`src/rtl/msb_arbiter_if.sv`:
```
// Request/grant bundle for the 3-requester MSB-priority arbiter.
// The master side drives requests and release strobes; the slave side is the arbiter.
interface msb_arbiter_if;
    logic [2:0] req;
    logic [2:0] done;
    logic [2:0] gnt;
    logic [1:0] gnt_idx;
    logic       busy;
    logic       timeout;

    modport master (output req, done, input gnt, gnt_idx, busy, timeout);
    modport slave  (input req, done, output gnt, gnt_idx, busy, timeout);
endinterface

```
`src/rtl/msb_arbiter.sv`:
```
// Fixed MSB-priority arbiter with a per-owner hold limit; an owner that hits the
// limit is masked out for the next arbitration so the others get a turn.
module msb_arbiter #(
    parameter int unsigned MAX_HOLD = 8
) (
    input  logic          clk,
    input  logic          rst,
    msb_arbiter_if.slave  bus
);
    typedef enum logic [1:0] {IDLE, GRANT, GAP} state_t;

    localparam logic [7:0] HOLD_LAST = 8'(MAX_HOLD - 1);

    state_t     state_q, state_d;
    logic [2:0] gnt_q, gnt_d;
    logic [1:0] gnt_idx_q, gnt_idx_d;
    logic       busy_q, busy_d;
    logic       timeout_q, timeout_d;
    logic [2:0] mask_q, mask_d;
    logic [7:0] hcnt_q, hcnt_d;

    logic [2:0] masked_req;
    logic [2:0] eff_req;
    logic [1:0] msb_idx;
    logic       release_now;
    logic       at_limit;

    always_comb begin
        masked_req = bus.req & ~mask_q;
        // The mask only deflects arbitration when someone else is actually asking.
        eff_req    = (masked_req != 3'b000) ? masked_req : bus.req;

        msb_idx = 2'd0;
        for (int i = 0; i < 3; i++) begin
            if (eff_req[i]) msb_idx = 2'(i);
        end

        release_now = (|(bus.done & gnt_q)) | ~(|(bus.req & gnt_q));
        at_limit    = (hcnt_q == HOLD_LAST);
    end

    always_comb begin
        state_d   = state_q;
        gnt_d     = gnt_q;
        gnt_idx_d = gnt_idx_q;
        hcnt_d    = hcnt_q;
        mask_d    = mask_q;
        timeout_d = 1'b0;

        case (state_q)
            IDLE: begin
                if (eff_req != 3'b000) begin
                    state_d   = GRANT;
                    gnt_d     = 3'b001 << msb_idx;
                    gnt_idx_d = msb_idx;
                    hcnt_d    = 8'd0;
                    mask_d    = 3'b000;
                end
            end
            GRANT: begin
                // A voluntary release beats the hold limit in the same cycle.
                if (release_now) begin
                    state_d = GAP;
                    gnt_d   = 3'b000;
                end else if (at_limit) begin
                    state_d   = GAP;
                    gnt_d     = 3'b000;
                    mask_d    = gnt_q;
                    timeout_d = 1'b1;
                end else begin
                    hcnt_d = hcnt_q + 8'd1;
                end
            end
            GAP: begin
                state_d = IDLE;
            end
            default: begin
                state_d = IDLE;
                gnt_d   = 3'b000;
            end
        endcase

        busy_d = (state_d == GRANT);
    end

    always_ff @(posedge clk) begin
        if (rst) begin
            state_q   <= IDLE;
            gnt_q     <= 3'b000;
            gnt_idx_q <= 2'b00;
            busy_q    <= 1'b0;
            timeout_q <= 1'b0;
            mask_q    <= 3'b000;
            hcnt_q    <= 8'd0;
        end else begin
            state_q   <= state_d;
            gnt_q     <= gnt_d;
            gnt_idx_q <= gnt_idx_d;
            busy_q    <= busy_d;
            timeout_q <= timeout_d;
            mask_q    <= mask_d;
            hcnt_q    <= hcnt_d;
        end
    end

    assign bus.gnt     = gnt_q;
    assign bus.gnt_idx = gnt_idx_q;
    assign bus.busy    = busy_q;
    assign bus.timeout = timeout_q;
endmodule

```
`src/flat_wrapper.sv`:
```
// flat-port wrapper written by rule: the top's interface ports become plain ports
module msb_arbiter_flat 
#(
    parameter int unsigned MAX_HOLD = 8
)
  (clk, rst, bus_req, bus_done, bus_gnt, bus_gnt_idx, bus_busy, bus_timeout);
  msb_arbiter_if bus_i ();
  input  logic clk;
  input  logic rst;
  input wire logic [$bits(bus_i.req)-1:0] bus_req;
  input wire logic [$bits(bus_i.done)-1:0] bus_done;
  output wire logic [$bits(bus_i.gnt)-1:0] bus_gnt;
  output wire logic [$bits(bus_i.gnt_idx)-1:0] bus_gnt_idx;
  output wire logic [$bits(bus_i.busy)-1:0] bus_busy;
  output wire logic [$bits(bus_i.timeout)-1:0] bus_timeout;
  assign bus_i.req = bus_req;
  assign bus_i.done = bus_done;
  assign bus_gnt = bus_i.gnt;
  assign bus_gnt_idx = bus_i.gnt_idx;
  assign bus_busy = bus_i.busy;
  assign bus_timeout = bus_i.timeout;
  msb_arbiter #(.MAX_HOLD(MAX_HOLD)) u_core (.clk(clk), .rst(rst), .bus(bus_i));
endmodule
```
`config.mk`:
```
export PLATFORM = sky130hd
export DESIGN_NAME = msb_arbiter_flat
export DESIGN_NICKNAME = d
export VERILOG_FILES = /design/src/rtl/msb_arbiter_if.sv /design/src/rtl/msb_arbiter.sv /design/src/flat_wrapper.sv
export SDC_FILE = /design/constraint.sdc
export NUM_CORES = 1
export LEC_CHECK = 0
export CAP_MARGIN = 10
export CORE_MARGIN = 2
export CORE_UTILIZATION = 52
export DETAILED_ROUTE_END_ITERATION = 10
export PLACE_DENSITY = 0.77
export SYNTH_ARGS = -nofsm -noshare
export SYNTH_HDL_FRONTEND = slang
export SYNTH_SLANG_ARGS = --single-unit
```
`constraint.sdc`:
```
create_clock -name clk -period 2 [get_ports clk]
set_input_delay 0.2 -clock clk [delete_from_list [all_inputs] [get_ports clk]]
set_output_delay 0.2 -clock clk [all_outputs]
set_load 0.03 [all_outputs]
```
==> run_summary.xml, run 1 <==
<?xml version="1.0" encoding="UTF-8"?>
<metrics>
  <group name="run_status">
    <metric name="run_status" unit="">completed</metric>
  </group>
  <group name="yosys">
    <metric name="synth_xor_xnor_area_share" unit="">0</metric>
    <metric name="synth-simple-area-share" unit="">0.291</metric>
    <metric name="syn-mean-instance-area" unit="um^2">9.18</metric>
    <metric name="compound_gate_fraction_of_synth_area" unit="">0.274</metric>
    <metric name="yosys.area.top_type_share" unit="">0.397</metric>
    <metric name="synth.cell_area" unit="um^2">1010</metric>
    <metric name="cell_type_contributing_the_most_total_cell_area_after_synthesis" unit="">dfxtp_1</metric>
    <metric name="ys_warn_count" unit="">0</metric>
    <metric name="main_combinational_cell_family_by_area_after_synthesis" unit="">simple AND/OR/NAND/NOR gates</metric>
    <metric name="synthesis.instances" unit="">110</metric>
    <metric name="synth_sequential_area_ratio" unit="">0.397</metric>
    <metric name="synth_cell_type_count" unit="">39</metric>
    <metric name="synth_net_count" unit="">119</metric>
    <metric name="ys_ff_latch" unit="">20</metric>
    <metric name="synth-adder-area-share" unit="">0.0124</metric>
    <metric name="top_cells_by_area_in_the_synthesized_netlist" unit="">dfxtp_1 (40%), nor2b_1 (5.0%), nand2_1 (3.7%), nand2b_1 (3.7%), a21oi_1 (3.5%)</metric>
    <metric name="synth.mux.area_fraction" unit="">0.0112</metric>
  </group>
  <group name="floorplanning">
    <metric name="dieArea" unit="um^2">2310</metric>
    <metric name="core_area" unit="um^2">1780</metric>
    <metric name="chipHeight" unit="um">48.1</metric>
    <metric name="boundaryPins" unit="">15</metric>
    <metric name="initial_util" unit="">0.566</metric>
    <metric name="placementRows" unit="">15</metric>
    <metric name="floorplan.die.width" unit="um">48.1</metric>
  </group>
  <group name="timing">
    <metric name="final_number_of_hold_violating_endpoints" unit="">0</metric>
    <metric name="final_cycle_utilization_of_the_critical_path" unit="">0.916</metric>
    <metric name="final-max-slew-violation-count" unit="">0</metric>
    <metric name="skew" unit="ns">0.00700</metric>
    <metric name="grt_setup_unrepaired" unit="">false</metric>
    <metric name="timing.fmax" unit="MHz">546</metric>
    <metric name="max_slew.worst_pin.slew" unit="ns">0.492</metric>
    <metric name="finalCriticalPeriod" unit="ns">1.83</metric>
    <metric name="worst_slew_margin_rel" unit="">0.672</metric>
    <metric name="setup_viol" unit="">0</metric>
  </group>
  <group name="pwr">
    <metric name="power-per-cell-area" unit="nW/um^2">748</metric>
    <metric name="p_leak" unit="nW">0.469</metric>
    <metric name="ir_worst_vdd" unit="uV">539</metric>
  </group>
  <group name="global_routing">
    <metric name="grt_overflow" unit="">0</metric>
    <metric name="first_pass_grt_wire_length" unit="um">4020</metric>
    <metric name="grt_start_max_net_pins" unit="">14</metric>
    <metric name="grt_antenna_before_repair" unit="">0</metric>
    <metric name="vias_in_the_first_global_route" unit="">895</metric>
    <metric name="total_grt_usage" unit="">0.253</metric>
  </group>
  <group name="cts">
    <metric name="postCtsResizedCells" unit="">0</metric>
    <metric name="cts-root-buf" unit="">clkbuf_4</metric>
    <metric name="tritoncts_buffers" unit="">3</metric>
    <metric name="cts.hold.buffers_added" unit="">0</metric>
    <metric name="post-cts-setup-buffer-count" unit="">0</metric>
    <metric name="clk-insertion-delay-late" unit="ns">0.30</metric>
    <metric name="worst_setup_hold_path_clk_slew" unit="ns">0.12</metric>
    <metric name="clock_tree.htree_level_count" unit="">1</metric>
    <metric name="max-clock-path-buffers" unit="">2</metric>
    <metric name="tritoncts_sinks" unit="">20</metric>
    <metric name="cts_tree" unit="">yes</metric>
  </group>
  <group name="cells_and_area">
    <metric name="instances_no_fill" unit="">162</metric>
    <metric name="finalNetCount" unit="">147</metric>
    <metric name="post_route_cell_area" unit="um^2">1310</metric>
    <metric name="n_fill_cell" unit="">128</metric>
    <metric name="register_area" unit="um^2">400</metric>
    <metric name="layout_cell_share_with_drive_strength_beyond_1" unit="">0.175</metric>
    <metric name="n_antenna_cell" unit="">0</metric>
    <metric name="layout.cells.most_common_list" unit="">dfxtp_1 (20), clkdlybuf4s50_1 (14), buf_4 (11)</metric>
    <metric name="core_occupancy_in_the_finished_layout" unit="">0.734</metric>
    <metric name="layout.cells.most_common" unit="">dfxtp_1</metric>
    <metric name="multi_input_area" unit="um^2">594</metric>
    <metric name="area_growth_syn_to_layout" unit="%">29.6</metric>
  </group>
  <group name="hold_path">
    <metric name="hold_path_class" unit="">reg -&gt; reg</metric>
    <metric name="hold_path.startpoint" unit="">u_core.bus.gnt_idx[1]$_SDFFE_PP0P_</metric>
  </group>
  <group name="setup_path">
    <metric name="cpLargestDelayFamily" unit="">simple AND/OR/NAND/NOR gates</metric>
    <metric name="worst-path-max-fanout" unit="">7</metric>
    <metric name="required" unit="ns">2.21</metric>
    <metric name="worst-setup-path-type" unit="">reg -&gt; reg</metric>
    <metric name="crit_path_cell_trace" unit="">or4_1 &gt; o31a_1 &gt; a2bb2oi_4 &gt; mux2_1</metric>
    <metric name="cp_slowest_cell" unit="">or4_1</metric>
    <metric name="cp_endpoint_kind" unit="">flop</metric>
    <metric name="critical_path_arrival" unit="ns">2.04</metric>
    <metric name="critPathLaunchType" unit="">flop</metric>
    <metric name="rr_startpoint" unit="">u_core.hcnt_q[4]$_SDFFE_PP0P_</metric>
    <metric name="startpoint" unit="">u_core.hcnt_q[4]$_SDFFE_PP0P_</metric>
    <metric name="crit_path_max_incr_delay" unit="ns">0.53</metric>
    <metric name="critPathBufInv" unit="">0</metric>
  </group>
  <group name="drt">
    <metric name="wl_per_cell" unit="um">15.3</metric>
    <metric name="dr_total_vias" unit="">987</metric>
    <metric name="drt_iter0_markers" unit="">46</metric>
    <metric name="vias_per_cell" unit="">6.09</metric>
    <metric name="postRouteAntennaNets" unit="">0</metric>
    <metric name="detail_route.drc_violations" unit="">0</metric>
    <metric name="drt-total-wl" unit="um">2480</metric>
    <metric name="first_pass_iters" unit="">4</metric>
  </group>
  <group name="placed_design">
    <metric name="postPlaceCellArea" unit="um^2">1260</metric>
    <metric name="place_hpwl" unit="um">1870</metric>
    <metric name="place_inst" unit="">158</metric>
    <metric name="io_buffers" unit="">14</metric>
    <metric name="place_congestion" unit="">0.843</metric>
  </group>
  <group name="flow_run">
    <metric name="max_cap_violations" unit="">0</metric>
  </group>
</metrics>
flip-flops by register name, summed over array words and instances, names as in the netlist:
register / flops
u_core.bus.timeout: 1
u_core.mask_q: 3
u_core.bus.gnt_idx: 2
u_core.hcnt_q: 8
u_core.state_q: 2
u_core.bus.gnt: 3
u_core.bus.busy: 1
worst register-to-register path: cells and delay by family, from the launching register on:
kind / cells / cell delay (ns)
AO/OA/AOI/OAI: 2 / 0.49
flip-flops: 1 / 0.39
multiplexers: 1 / 0.33
AND/OR/NAND/NOR: 1 / 0.53
final timing paths:
path                                        end  depth (start not counted)  slack (ns)
max reg2reg      u_core.bus.gnt[0]$_SDFFE_PP0P_                          4        0.17
min reg2reg  u_core.bus.gnt_idx[1]$_SDFFE_PP0P_                          2        0.47
max              u_core.bus.gnt[0]$_SDFFE_PP0P_                          4        0.17
min          u_core.bus.gnt_idx[1]$_SDFFE_PP0P_                          2        0.47
area by class of cell:
type | instances | area share
multi-input combinational | 86 | 0.454
clock inverter | 1 | 0.0229
timing repair buffer | 25 | 0.170
sequential | 20 | 0.306
tap | 25 | 0.0239
inverter | 2 | 0.00574
clock buffer | 3 | 0.0172
Yosys cell counts:
cell,n
a211oi_1,2
or4_1,1
nor2_1,2
or3_4,1
nand3_1,4
dfxtp_1,20
nor2b_1,8
o31a_1,1
clkbuf_1,2
o22ai_1,3
a21oi_1,7
inv_1,2
nor4_2,1
nand3b_1,1
a41oi_1,1
a222oi_1,2
a31o_1,1
a2bb2oi_4,1
a32o_1,1
a221oi_2,1
nor3b_2,1
a22o_1,3
nand4b_1,1
ha_1,1
o21ai_0,6
a31oi_1,1
nand2b_1,6
nor4_1,2
nor3_1,5
mux2_1,1
or2b_1,1
nand2_1,10
a221oi_1,1
or3_1,2
a211oi_2,1
and3_2,1
a311oi_1,3
or2_2,1
and2b_4,1
stage by stage:
stage          TNS (ns)  setup slack (ns)  hold slack [ns]  total power, W
3_5_place_dp   -0.00237          -0.00237            0.452        0.000656
3_3_place_gp          0            0.0534            0.444        0.000652
6_report              0             0.167            0.467        0.000979
2_1_floorplan         0             0.246            0.371        0.000562
4_1_cts               0             0.156            0.469        0.000983
5_1_grt               0            0.0240            0.488         0.00102
power by group:
group	internal (W)	switching, W	leakage [nW]
logic	0.000103	0.000115	0.279
registers	0.000414	0.0000180	0.163
clock network	0.000203	0.000127	0.0279
metal layers:
metal	up-vias	wire [um]	GRT usage
met4	0	55	0.108
met1	457	1150	0.345
met2	43	1130	0.389
met3	9	146	0.0491
li1	478	-	-
met5	-	0	0
kinds of logic after synthesis:
kind of cell,count (synthesis)
multiplexers,1
adder cells (fa/ha/maj),1
AND/OR/NAND/NOR,49
buffers and inverters,4
flip-flops,20
AO/OA/AOI/OAI,35
No activity file was read; power rests on OpenSTA's default activity.
==> run 2: changes to the inputs <==
==> constraint.sdc (replaced) <==
create_clock -name clk -period 1.9 [get_ports clk]
set_input_delay 0.19 -clock clk [delete_from_list [all_inputs] [get_ports clk]]
set_output_delay 0.19 -clock clk [all_outputs]
set_load 0.03 [all_outputs]
==> run 2 against run 1 <==
Net effect:
- first-iteration DRC count is 17% lower
- cell area is 1.1% higher
- global-route usage down 0.59 points
- register-to-register slack worse by 0.07 ns
==> run_summary.xml, run 2 (same netlist as run 1, synthesis figures left out) <==
<?xml version="1.0" encoding="UTF-8"?>
<metrics>
  <group name="setup_path">
    <metric name="startpoint" unit="">u_core.hcnt_q[4]$_SDFFE_PP0P_</metric>
    <metric name="critical_path_arrival" unit="ns">1.99</metric>
    <metric name="crit_path_max_incr_delay" unit="ns">0.52</metric>
    <metric name="rr_startpoint" unit="">u_core.hcnt_q[4]$_SDFFE_PP0P_</metric>
    <metric name="cp_slowest_cell" unit="">or4_1</metric>
    <metric name="cp_endpoint_kind" unit="">flop</metric>
    <metric name="required" unit="ns">2.10</metric>
    <metric name="critPathLaunchType" unit="">flop</metric>
    <metric name="worst-path-max-fanout" unit="">7</metric>
    <metric name="cpLargestDelayFamily" unit="">simple AND/OR/NAND/NOR gates</metric>
    <metric name="crit_path_cell_trace" unit="">or4_1 &gt; o31a_1 &gt; a2bb2oi_4 &gt; mux2_1</metric>
    <metric name="worst-setup-path-type" unit="">reg -&gt; reg</metric>
    <metric name="critPathBufInv" unit="">0</metric>
  </group>
  <group name="drt">
    <metric name="wl_per_cell" unit="um">15.0</metric>
    <metric name="top_layer" unit="">met4</metric>
    <metric name="detail_route.drc_violations" unit="">0</metric>
    <metric name="wl_met1" unit="um">1160</metric>
    <metric name="dr_wl_met2" unit="um">1120</metric>
    <metric name="drt-total-wl" unit="um">2480</metric>
    <metric name="dr_total_vias" unit="">1020</metric>
    <metric name="first_pass_iters" unit="">4</metric>
    <metric name="detailroute.wirelength.met3" unit="um">167</metric>
    <metric name="postRouteAntennaNets" unit="">0</metric>
    <metric name="drt_iter0_markers" unit="">38</metric>
    <metric name="vias_per_cell" unit="">6.18</metric>
  </group>
  <group name="cts">
    <metric name="clk-insertion-delay-late" unit="ns">0.30</metric>
    <metric name="worst_setup_hold_path_clk_slew" unit="ns">0.11</metric>
    <metric name="post-cts-setup-buffer-count" unit="">0</metric>
    <metric name="clock_tree.htree_level_count" unit="">1</metric>
    <metric name="cts_tree" unit="">yes</metric>
    <metric name="cts-root-buf" unit="">clkbuf_4</metric>
    <metric name="tritoncts_buffers" unit="">3</metric>
    <metric name="max-clock-path-buffers" unit="">2</metric>
    <metric name="tritoncts_sinks" unit="">20</metric>
  </group>
  <group name="timing">
    <metric name="max_slew.worst_pin.slew" unit="ns">0.418</metric>
    <metric name="worst_slew_margin_rel" unit="">0.722</metric>
    <metric name="finalCriticalPeriod" unit="ns">1.80</metric>
    <metric name="setup_viol" unit="">0</metric>
    <metric name="skew" unit="ns">0.00142</metric>
    <metric name="grt_setup_unrepaired" unit="">false</metric>
    <metric name="final-max-slew-violation-count" unit="">0</metric>
    <metric name="timing.fmax" unit="MHz">556</metric>
    <metric name="final_cycle_utilization_of_the_critical_path" unit="">0.946</metric>
    <metric name="final_number_of_hold_violating_endpoints" unit="">0</metric>
    <metric name="total_negative_setup_slack" unit="ns">0</metric>
  </group>
  <group name="placed_design">
    <metric name="postPlaceCellArea" unit="um^2">1290</metric>
    <metric name="io_buffers" unit="">14</metric>
    <metric name="place_congestion" unit="">0.887</metric>
    <metric name="place_inst" unit="">162</metric>
    <metric name="place_hpwl" unit="um">1890</metric>
  </group>
  <group name="cells_and_area">
    <metric name="top_register_by_number_of_flip_flops" unit="">u_core.hcnt_q</metric>
    <metric name="post_route_cell_area" unit="um^2">1320</metric>
    <metric name="largest_register_ff_count" unit="">8</metric>
    <metric name="core_occupancy_in_the_finished_layout" unit="">0.742</metric>
    <metric name="finalNetCount" unit="">151</metric>
    <metric name="instances_no_fill" unit="">165</metric>
    <metric name="layout.cells.most_common" unit="">dfxtp_1</metric>
    <metric name="area_growth_syn_to_layout" unit="%">31.0</metric>
    <metric name="n_antenna_cell" unit="">0</metric>
    <metric name="layout.cells.most_common_list" unit="">dfxtp_1 (19), buf_4 (15), clkdlybuf4s50_1 (14)</metric>
    <metric name="layout_cell_share_with_drive_strength_beyond_1" unit="">0.207</metric>
  </group>
  <group name="pwr">
    <metric name="post-layout-total-power" unit="W">0.000896</metric>
    <metric name="p_leak" unit="nW">0.478</metric>
    <metric name="ir_worst_vdd" unit="uV">595</metric>
    <metric name="power-per-cell-area" unit="nW/um^2">677</metric>
  </group>
  <group name="global_routing">
    <metric name="grt_overflow" unit="">0</metric>
    <metric name="total_grt_usage" unit="">0.248</metric>
    <metric name="first_pass_grt_wire_length" unit="um">3950</metric>
    <metric name="vias_in_the_first_global_route" unit="">939</metric>
    <metric name="grt_start_max_net_pins" unit="">14</metric>
    <metric name="grt_antenna_before_repair" unit="">0</metric>
  </group>
  <group name="floorplanning">
    <metric name="boundaryPins" unit="">15</metric>
    <metric name="core_area" unit="um^2">1780</metric>
    <metric name="chipHeight" unit="um">48.1</metric>
    <metric name="dieArea" unit="um^2">2310</metric>
    <metric name="placementRows" unit="">15</metric>
    <metric name="floorplan.die.width" unit="um">48.1</metric>
    <metric name="initial_util" unit="">0.566</metric>
  </group>
  <group name="hold_path">
    <metric name="hold_path.startpoint" unit="">u_core.bus.gnt_idx[1]$_SDFFE_PP0P_</metric>
    <metric name="hold_path_class" unit="">reg -&gt; reg</metric>
  </group>
  <group name="flow_run">
    <metric name="max_cap_violations" unit="">0</metric>
  </group>
  <group name="run_status">
    <metric name="run_status" unit="">completed</metric>
  </group>
</metrics>
-- run 2: per-stage QoR --
stage | setup WS, ns | hold slack (ns)
floorplan | 0.146 | 0.361
global placement | -0.0105 | 0.443
detailed placement | -0.0625 | 0.456
CTS | 0.0754 | 0.471
global route | 0.0162 | 0.503
finish | 0.102 | 0.471
-- run 2: worst paths after layout --
kind,end,slack [ns],cells past startpoint
max,u_core.bus.gnt[0]$_SDFFE_PP0P_,0.10,4
min reg2reg,u_core.bus.gnt_idx[1]$_SDFFE_PP0P_,0.47,2
max reg2reg,u_core.bus.gnt[0]$_SDFFE_PP0P_,0.10,4
min,u_core.bus.gnt_idx[1]$_SDFFE_PP0P_,0.47,2
-- run 2: power by group --
| part | switching [W] | internal [W] |
|---|---|---|
| sequential | 0.0000178 | 0.000436 |
| clock | 0.000129 | 0.0000740 |
| combinational | 0.000123 | 0.000116 |
-- run 2: routing by layer --
layer  up-vias  global-route usage
met3         8              0.0453
met2        42               0.379
met5         -                   0
met4         0               0.103
met1       480               0.341
li1        490                   -
-- run 2: repair_timing --
item,CTS,global route
setup endpoints to repair,0,2
gates resized for setup,0,3
hold buffers,0,0
-- run 2: area by class of cell --
cell class | instances | area [um^2]
clock buffer | 3 | 22.5
fill | 129 | 460
inverter | 2 | 7.51
multi-input combinational | 86 | 607
sequential | 20 | 402
tap | 25 | 31.3
timing repair buffer | 29 | 253
-- run 2: worst reg2reg max path: stages (launching register included) --
cell and delay, ns:
dfxtp_2 0.37, or4_1 0.52, o31a_1 0.31, a2bb2oi_4 0.17, mux2_1 0.33
==> run 3: changes to the inputs <==
--- a/config.mk
+++ b/config.mk
@@ -8,6 +8,7 @@
 export CAP_MARGIN = 10
 export CORE_MARGIN = 2
 export CORE_UTILIZATION = 52
+export CTS_CLUSTER_DIAMETER = 40
 export DETAILED_ROUTE_END_ITERATION = 10
 export PLACE_DENSITY = 0.77
 export SYNTH_ARGS = -nofsm -noshare
==> results of run 3 <==
The final DEF is identical to that of run 2; final timing and power are the same.
